### config.mk
export PLATFORM = sky130hd
export DESIGN_NAME = sh_seq_ctrl
export DESIGN_NICKNAME = d
export VERILOG_FILES = /design/src/rtl/sh_seq_ctrl_pkg.sv /design/src/rtl/sh_core.sv /design/src/rtl/sh_seq_ctrl.sv
export SDC_FILE = /design/constraint.sdc
export NUM_CORES = 1
export LEC_CHECK = 0
export BUFFER_PORTS_ARGS = -buffer_cell sky130_fd_sc_hd__buf_4
export CAP_MARGIN = 20
export CELL_PAD_IN_SITES_DETAIL_PLACEMENT = 1
export CELL_PAD_IN_SITES_GLOBAL_PLACEMENT = 1
export CORE_MARGIN = 2
export CORE_UTILIZATION = 30
export CTS_BUF_LIST = sky130_fd_sc_hd__clkbuf_16
export DETAILED_ROUTE_END_ITERATION = 10
export PLACE_DENSITY_LB_ADDON = 0.05
export SLEW_MARGIN = 20
export SYNTH_ARGS = -nofsm -noshare
export SYNTH_HDL_FRONTEND = slang
export SYNTH_HIERARCHICAL = 1
export SYNTH_SLANG_ARGS = --single-unit
### constraint.sdc
create_clock -name clk -period 4.3 [get_ports clk]
set_clock_uncertainty 0.2 [all_clocks]
set_input_delay 0.86 -clock clk [delete_from_list [all_inputs] [get_ports clk]]
set_output_delay 0.86 -clock clk [all_outputs]
set_load 0.005 [all_outputs]
### src/rtl/sh_seq_ctrl_pkg.sv
// Shared types and constants for the parallel-to-serial sequencer.
package sh_seq_ctrl_pkg;

  typedef enum logic [1:0] {
    ST_IDLE  = 2'd0,
    ST_SHIFT = 2'd1,
    ST_DONE  = 2'd2
  } state_e;

  // Level driven on sout between words and shifted into the vacated register bits.
  localparam logic IDLE_LVL = 1'b1;

  // Width of a counter able to hold every value 0..w.
  function automatic int unsigned cnt_w(input int unsigned w);
    return $clog2(w + 1);
  endfunction

endpackage : sh_seq_ctrl_pkg

### src/rtl/sh_core.sv
// W-bit right-shift register: load, shift-in at the MSB, synchronous reset to all ones.
module sh_core #(
  parameter int unsigned W = 8
) (
  input  logic         clk,
  input  logic         rst_b,
  input  logic         ld,
  input  logic         sh,
  input  logic         sh_in,
  input  logic [W-1:0] d,
  output logic         lsb
);

  logic [W-1:0] q_q;
  logic [W-1:0] q_d;

  // Load has priority over shift.
  always_comb begin
    q_d = q_q;
    if (ld) begin
      q_d = d;
    end else if (sh) begin
      q_d = {sh_in, q_q[W-1:1]};
    end
  end

  always_ff @(posedge clk) begin
    if (!rst_b) begin
      q_q <= '1;
    end else begin
      q_q <= q_d;
    end
  end

  assign lsb = q_q[0];

endmodule : sh_core

### src/rtl/sh_seq_ctrl.sv
// Tick-paced parallel-to-serial sequencer: accepts a W-bit word in IDLE and
// drives it LSB first on sout, one bit per tick, then pulses done.
module sh_seq_ctrl
  import sh_seq_ctrl_pkg::*;
#(
  parameter int unsigned W = 8
) (
  input  logic                  clk,
  input  logic                  rst_b,
  input  logic [W-1:0]          din,
  input  logic                  din_vld,
  output logic                  din_rdy,
  input  logic                  tick,
  output logic                  sout,
  output logic                  busy,
  output logic                  done,
  output logic [cnt_w(W)-1:0]   cnt
);

  localparam int unsigned CW = cnt_w(W);

  state_e          state_q, state_d;
  logic [CW-1:0]   cnt_q, cnt_d;
  logic            sout_q, sout_d;
  logic            done_q, done_d;
  logic            ld_c;
  logic            sh_c;
  logic            core_lsb;

  sh_core #(
    .W (W)
  ) u_core (
    .clk   (clk),
    .rst_b (rst_b),
    .ld    (ld_c),
    .sh    (sh_c),
    .sh_in (IDLE_LVL),
    .d     (din),
    .lsb   (core_lsb)
  );

  // Next-state, register control and output next values.
  always_comb begin
    state_d = state_q;
    cnt_d   = cnt_q;
    sout_d  = sout_q;
    done_d  = 1'b0;
    ld_c    = 1'b0;
    sh_c    = 1'b0;
    case (state_q)
      ST_IDLE: begin
        if (din_vld) begin
          state_d = ST_SHIFT;
          cnt_d   = '0;
          ld_c    = 1'b1;
        end
      end
      ST_SHIFT: begin
        if (tick) begin
          sout_d = core_lsb;
          sh_c   = 1'b1;
          cnt_d  = CW'(cnt_q + CW'(1));
          if (cnt_q == CW'(W - 1)) begin
            state_d = ST_DONE;
          end
        end
      end
      ST_DONE: begin
        // Last data bit stays on sout until this tick closes its period.
        if (tick) begin
          sout_d  = IDLE_LVL;
          done_d  = 1'b1;
          state_d = ST_IDLE;
          cnt_d   = '0;
        end
      end
      default: begin
        state_d = ST_IDLE;
        cnt_d   = '0;
        sout_d  = IDLE_LVL;
      end
    endcase
  end

  always_ff @(posedge clk) begin
    if (!rst_b) begin
      state_q <= ST_IDLE;
      cnt_q   <= '0;
      sout_q  <= IDLE_LVL;
      done_q  <= 1'b0;
    end else begin
      state_q <= state_d;
      cnt_q   <= cnt_d;
      sout_q  <= sout_d;
      done_q  <= done_d;
    end
  end

  assign sout    = sout_q;
  assign done    = done_q;
  assign cnt     = cnt_q;
  assign busy    = (state_q != ST_IDLE);
  assign din_rdy = (state_q == ST_IDLE) && rst_b;

endmodule : sh_seq_ctrl

==> metrics.txt, run 1 <==
Area Growth Syn to Fin 26.2%; start point of the critical path rst_b; area leader, netlist dfxtp_1; number of routed nets with antenna violations 0; Initial Util 0.312; Die Y 57.1 um; DR vias/cell 5.07; post_cts resized 0; via count 695; Congestion Overflow GR 0; Combinational Power Share 0.112; drt pass-1 iters 4; DRT iter0 DRCs 10; setup TNS 0 ps; top cells by area, synth dfxtp_1 (38%), mux2i_1 (12%), and3b_2 (9.5%); Min-Delay Path Depth 2; period utilization 0.573; yosys synthesis warning count 6; core area 0.00271 mm2; Post-CTS Setup Inserts 0; Pint 301 uW; most frequent cells in the layout buf_4 (19), dfxtp_1 (16), mux2i_1 (10), and3b_2 (8), a21oi_1 (8); Setup violations, final 0; CP Class primary input to output pin; Peak VDD IR 0.000192 V; drc violations 0; max-slew violation count 0; vias in the first global route 694; Clock power frac 0.473; post-synth net total 101; Mapped Avg Cell Area 9.61 um2; H-tree depth 1; leakage 0.444 nW; setup ws final 1840 ps; Port Buffers 19; global placer's final weighted congestion 0.758; register area share after synthesis 0.379; nets 120; unrepaired setup endpoints after global routing no; #FFs+latches synth 16; R2R depth 4; DPL Wire Length 1.44 mm; run status finished, final reports clean; Post-CTS Hold Fix Bufs 0; Hold WC Path Type register to register; GRT Total Usage 0.136; initial antenna violation count 0; number of max-cap violations 0; clk sink count 16; largest net degree at the start of global routing 15; die area 0.00326 mm2; internal reg-to-reg setup slack 2520 ps; clk slew on worst S/H paths 50 ps; R2R Path End u_core/q_q[1]; crit path time final 2460 ps; wirelength, routed 1.95 mm; worst path required time 3240 ps; first-pass GRT wire length 3.37 mm; post-synthesis cell count 88; commonest non-fill, non-tap cell in the layout buf_4; TritonCTS buffer count 3; switching share of total power 0.223; crit-path max FO 14; Psw 86.5 uW; Max Fclk 406 MHz; pwr dens 363 mW/mm2; CTS tree built; Clk Latency, worst-skew pair 240 ps; crit end category output pin; WP data arrival 1400 ps; final hold viol count 0; Post-Place Setup Slack 1840 ps; Root Driver clkbuf_16; layout cell share with drive strength beyond 1 0.358; area share of the largest cell type after synthesis 0.379; CP startpoint kind primary input; Ports 20; ant diodes 0; die extent in x 57.1 um; CTS max path bufs 2; Post-Synthesis Cell Area 846 um2; Cell variety after synth 35; hold path start sout; detailed-route wire length per cell 14.2 um; r2r startpoint state_q[0]; Hold EP sout; Rows 19; Reg power frac 0.416; Final Util 0.394
-- power groups by stage --
stage               sequential [mW]  clock [mW]  combinational, mW
CTS                           0.161       0.188             0.0441
finish                        0.161       0.183             0.0432
floorplan                     0.162           0             0.0306
global route                  0.162       0.197             0.0487
global placement              0.164           0             0.0434
detailed placement            0.164           0             0.0440
-- Yosys cell counts (all sizes together) --
master and number:
dfxtp 16, maj3 1, buf 5, a31o 1
o21a 1, nor4 3, a21oi 9, a41oi 1
o21ai 4, and3 1, mux2i 10, nand4b 1
and3b 8, nand4 1, nor3 1, a31oi 1
nand2 5, a2bb2oi 1, nand3b 1, ha 1
conb 1, a311oi 1, inv 5, and2 1
o32ai 1, nand2b 1, nor2 3, nor2b 1
or3 1, a211oi 1
-- routing by layer --
layer	vias up	track usage	routed length, um
met5	-	0	0
met4	0	0.0598	17
met3	2	0.0317	93
met2	16	0.204	849
met1	323	0.186	989
li1	354	-	-
-- state kept, by name, indices dropped and copies added (netlist names) --
name / cells
u_core/q_q: 8
cnt: 4
state_q: 2
done: 1
sout: 1
-- worst max-delay path, stage by stage --
cell and delay, ps:
buf_4 160, inv_1 170, nor2_1 80, buf_4 130
-- final cells by class --
| class | instances | area [um2] |
|---|---|---|
| clock buffer | 3 | 75.1 |
| clock inverter | 1 | 3.75 |
| fill | 330 | 1640 |
| inverter | 5 | 18.8 |
| multi-input combinational | 62 | 468 |
| sequential | 16 | 320 |
| tap | 31 | 38.8 |
| timing repair buffer | 19 | 143 |
-- worst max-delay path by stage --
stage | end | slack [ps] | cells past startpoint
after floorplan | din_rdy | 2200 | 2
after global placement | din_rdy | 1860 | 4
after detailed placement | din_rdy | 1840 | 4
after CTS | din_rdy | 1840 | 4
after global routing | din_rdy | 1800 | 4
final | din_rdy | 1840 | 4
-- stage by stage --
| step | hold slack [ps] | power (mW) | instances | area, um2 |
|---|---|---|---|---|
| 2_1_floorplan | 262 | 0.192 | 88 | 846 |
| 3_3_place_gp | 289 | 0.208 | 133 | 988 |
| 3_5_place_dp | 286 | 0.208 | 133 | 988 |
| 4_1_cts | 301 | 0.393 | 137 | 1070 |
| 5_1_grt | 345 | 0.408 | 137 | 1070 |
| 6_report | 292 | 0.387 | 137 | 1070 |
-- cell families (layout without fill, tap and decap cells) --
logic type,Yosys count,count (layout),share of synthesized area
fa+ha+maj,2,2,0.0266
mux,10,10,0.118
buf+inv,10,28,0.0680
flops,16,16,0.379
simple gates,28,28,0.225
compound gates,21,21,0.179
other cells,1,1,0.00443
Note: power is estimated with default switching activity, not from simulation.
==> run 2, diff against run 1 <==
Clock period 4.3 ns to 2.2 ns, I/O delays scaled along.
==> run 2 against run 1 <==
- setup slack worse by 1500 ps
- hold slack worse by 66 ps
- non-clock buffer count is 2 higher
- sequential share of layout area is 0.31 points lower
- core utilization is 0.42 points higher
- clock power is 91% higher
- cell area is 1.1% higher
- largest cell class unchanged
==> metrics.txt, run 2 (synthesis results as in run 1) <==
DPL Wire Length 1.55 mm (+7.2%); drt pass-1 iters 3 (-1); detailed-route wire length per cell 14.5 um (+1.9%); CTS tree built; Peak VDD IR 0.000346 V (+80%); Post-CTS Setup Inserts 0 (unchanged); Congestion Overflow GR 0 (unchanged); Clock power frac 0.464 (-0.009); max reg flops 8 (unchanged); final hold viol count 0 (unchanged); Pint 587 uW (+95%); crit path time final 1830 ps; pwr dens 696 mW/mm2 (+92%); area of the multi-input gates 468 um2 (unchanged); Initial Util 0.312 (unchanged); CP startpoint kind register; largest net degree at the start of global routing 15 (unchanged); total power draw 751 uW (+94%); Combinational Power Share 0.115 (+0.003); Reg power frac 0.420 (+0.004); initial antenna violation count 0 (unchanged); ant diodes 0 (unchanged); via count 709 (+2.0%); worst path required time 1560 ps (-1680 ps); fill cell count 332 (+0.61%); register area 320 um2 (unchanged); DR vias/cell 5.14 (+1.3%); vias in the first global route 700 (+0.86%); Rows 19 (unchanged); die extent in x 57.1 um (unchanged); die area 0.00326 mm2 (unchanged); GRT Total Usage 0.139 (+0.00317); Area Growth Syn to Fin 27.5%; Psw 163 uW (+89%); max-slew violation count 0 (unchanged); most frequent cells in the layout buf_4 (21), dfxtp_1 (16), mux2i_1 (10), and3b_2 (8), a21oi_1 (8); Post-CTS Hold Fix Bufs 0 (unchanged); run status finished, final reports clean; number of max-cap violations 0 (unchanged); number of routed nets with antenna violations 0 (unchanged); leakage 0.453 nW (+2.0%); Max Fclk 545 MHz; first-pass GRT wire length 3.36 mm (-0.21%); Clk Latency, worst-skew pair 250 ps (about the same); CTS max path bufs 2 (unchanged); unrepaired setup endpoints after global routing no; global placer's final weighted congestion 0.757 (about the same); layout cell share with drive strength beyond 1 0.374 (+0.0153); WP data arrival 1190 ps (-210 ps); Ports 20 (unchanged); DRT iter0 DRCs 5 (-5); Port Buffers 19 (unchanged); clk slew on worst S/H paths 50 ps (about the same); crit-path max FO 11 (-3); setup TNS 0 ps (unchanged); commonest non-fill, non-tap cell in the layout buf_4; Most flops, register u_core/q_q; hold slack final 225 ps (-66.5 ps); crit end category output pin; drc violations 0 (unchanged); Hold WC Path Type primary input to register; Die Y 57.1 um (unchanged); CP Class register to output pin; clk sink count 16 (unchanged); Root Driver clkbuf_16; Setup violations, final 0 (unchanged); core area 0.00271 mm2 (unchanged); nets 122 (+1.7%); switching share of total power 0.218 (-0.00556); H-tree depth 1 (unchanged); post_cts resized 0 (unchanged); TritonCTS buffer count 3 (unchanged); wirelength, routed 2.00 mm (+2.7%); period utilization 0.833
## run 2: cell types whose count changed in the layout (fill, tap and decap cells not counted), sizes merged
cell    change
buf         +2
clkinv      -1
## run 2: final cells by class
cell class,instances,share of cell area
Tap cell,31,0.0360
Sequential cell,16,0.297
Timing Repair Buffer,21,0.146
Inverter,5,0.0174
Clock buffer,3,0.0696
Multi-Input combinational cell,62,0.434
## run 2: worst paths after layout
kind / from / endpoint / slack [ps] / cells past startpoint
setup / recovery: state_q[0] / din_rdy / 370 / 4
hold / removal: din[5] / u_core/q_q[5] / 230 / 2
setup reg to reg: state_q[0] / u_core/q_q[7] / 450 / 4
hold reg to reg: sout / sout / 310 / 2
## run 2: worst max-delay path: stages, from the launching register on
cell and delay (ps):
dfxtp_1 550, nor2_1 120, inv_1 100, nor2_1 40, buf_4 130
## run 2: metal layers
layer	track usage	wire, um	up-vias
li1	-	-	358
met1	0.204	1040	329
met4	0.0797	38	0
met2	0.179	814	18
met3	0.0385	112	4
met5	0	0	-
## run 2: power groups by stage
| stage | Clock (mW) | Sequential (mW) | Combinational, mW |
|---|---|---|---|
| 2_1_floorplan | 0 | 0.316 | 0.0598 |
| 3_3_place_gp | 0 | 0.321 | 0.0878 |
| 3_5_place_dp | 0 | 0.321 | 0.0880 |
| 4_1_cts | 0.359 | 0.316 | 0.0882 |
| 5_1_grt | 0.376 | 0.317 | 0.0967 |
| 6_report | 0.349 | 0.316 | 0.0866 |
## run 2: per-stage QoR
step           std cells   util  worst slack (ps)  area (um2)
2_1_floorplan         88      -               659         846
3_3_place_gp         135  0.370               515        1000
3_5_place_dp         135  0.370               478        1000
4_1_cts              138  0.398               372        1080
5_1_grt              138  0.398               293        1080
6_report             138  0.398               367        1080
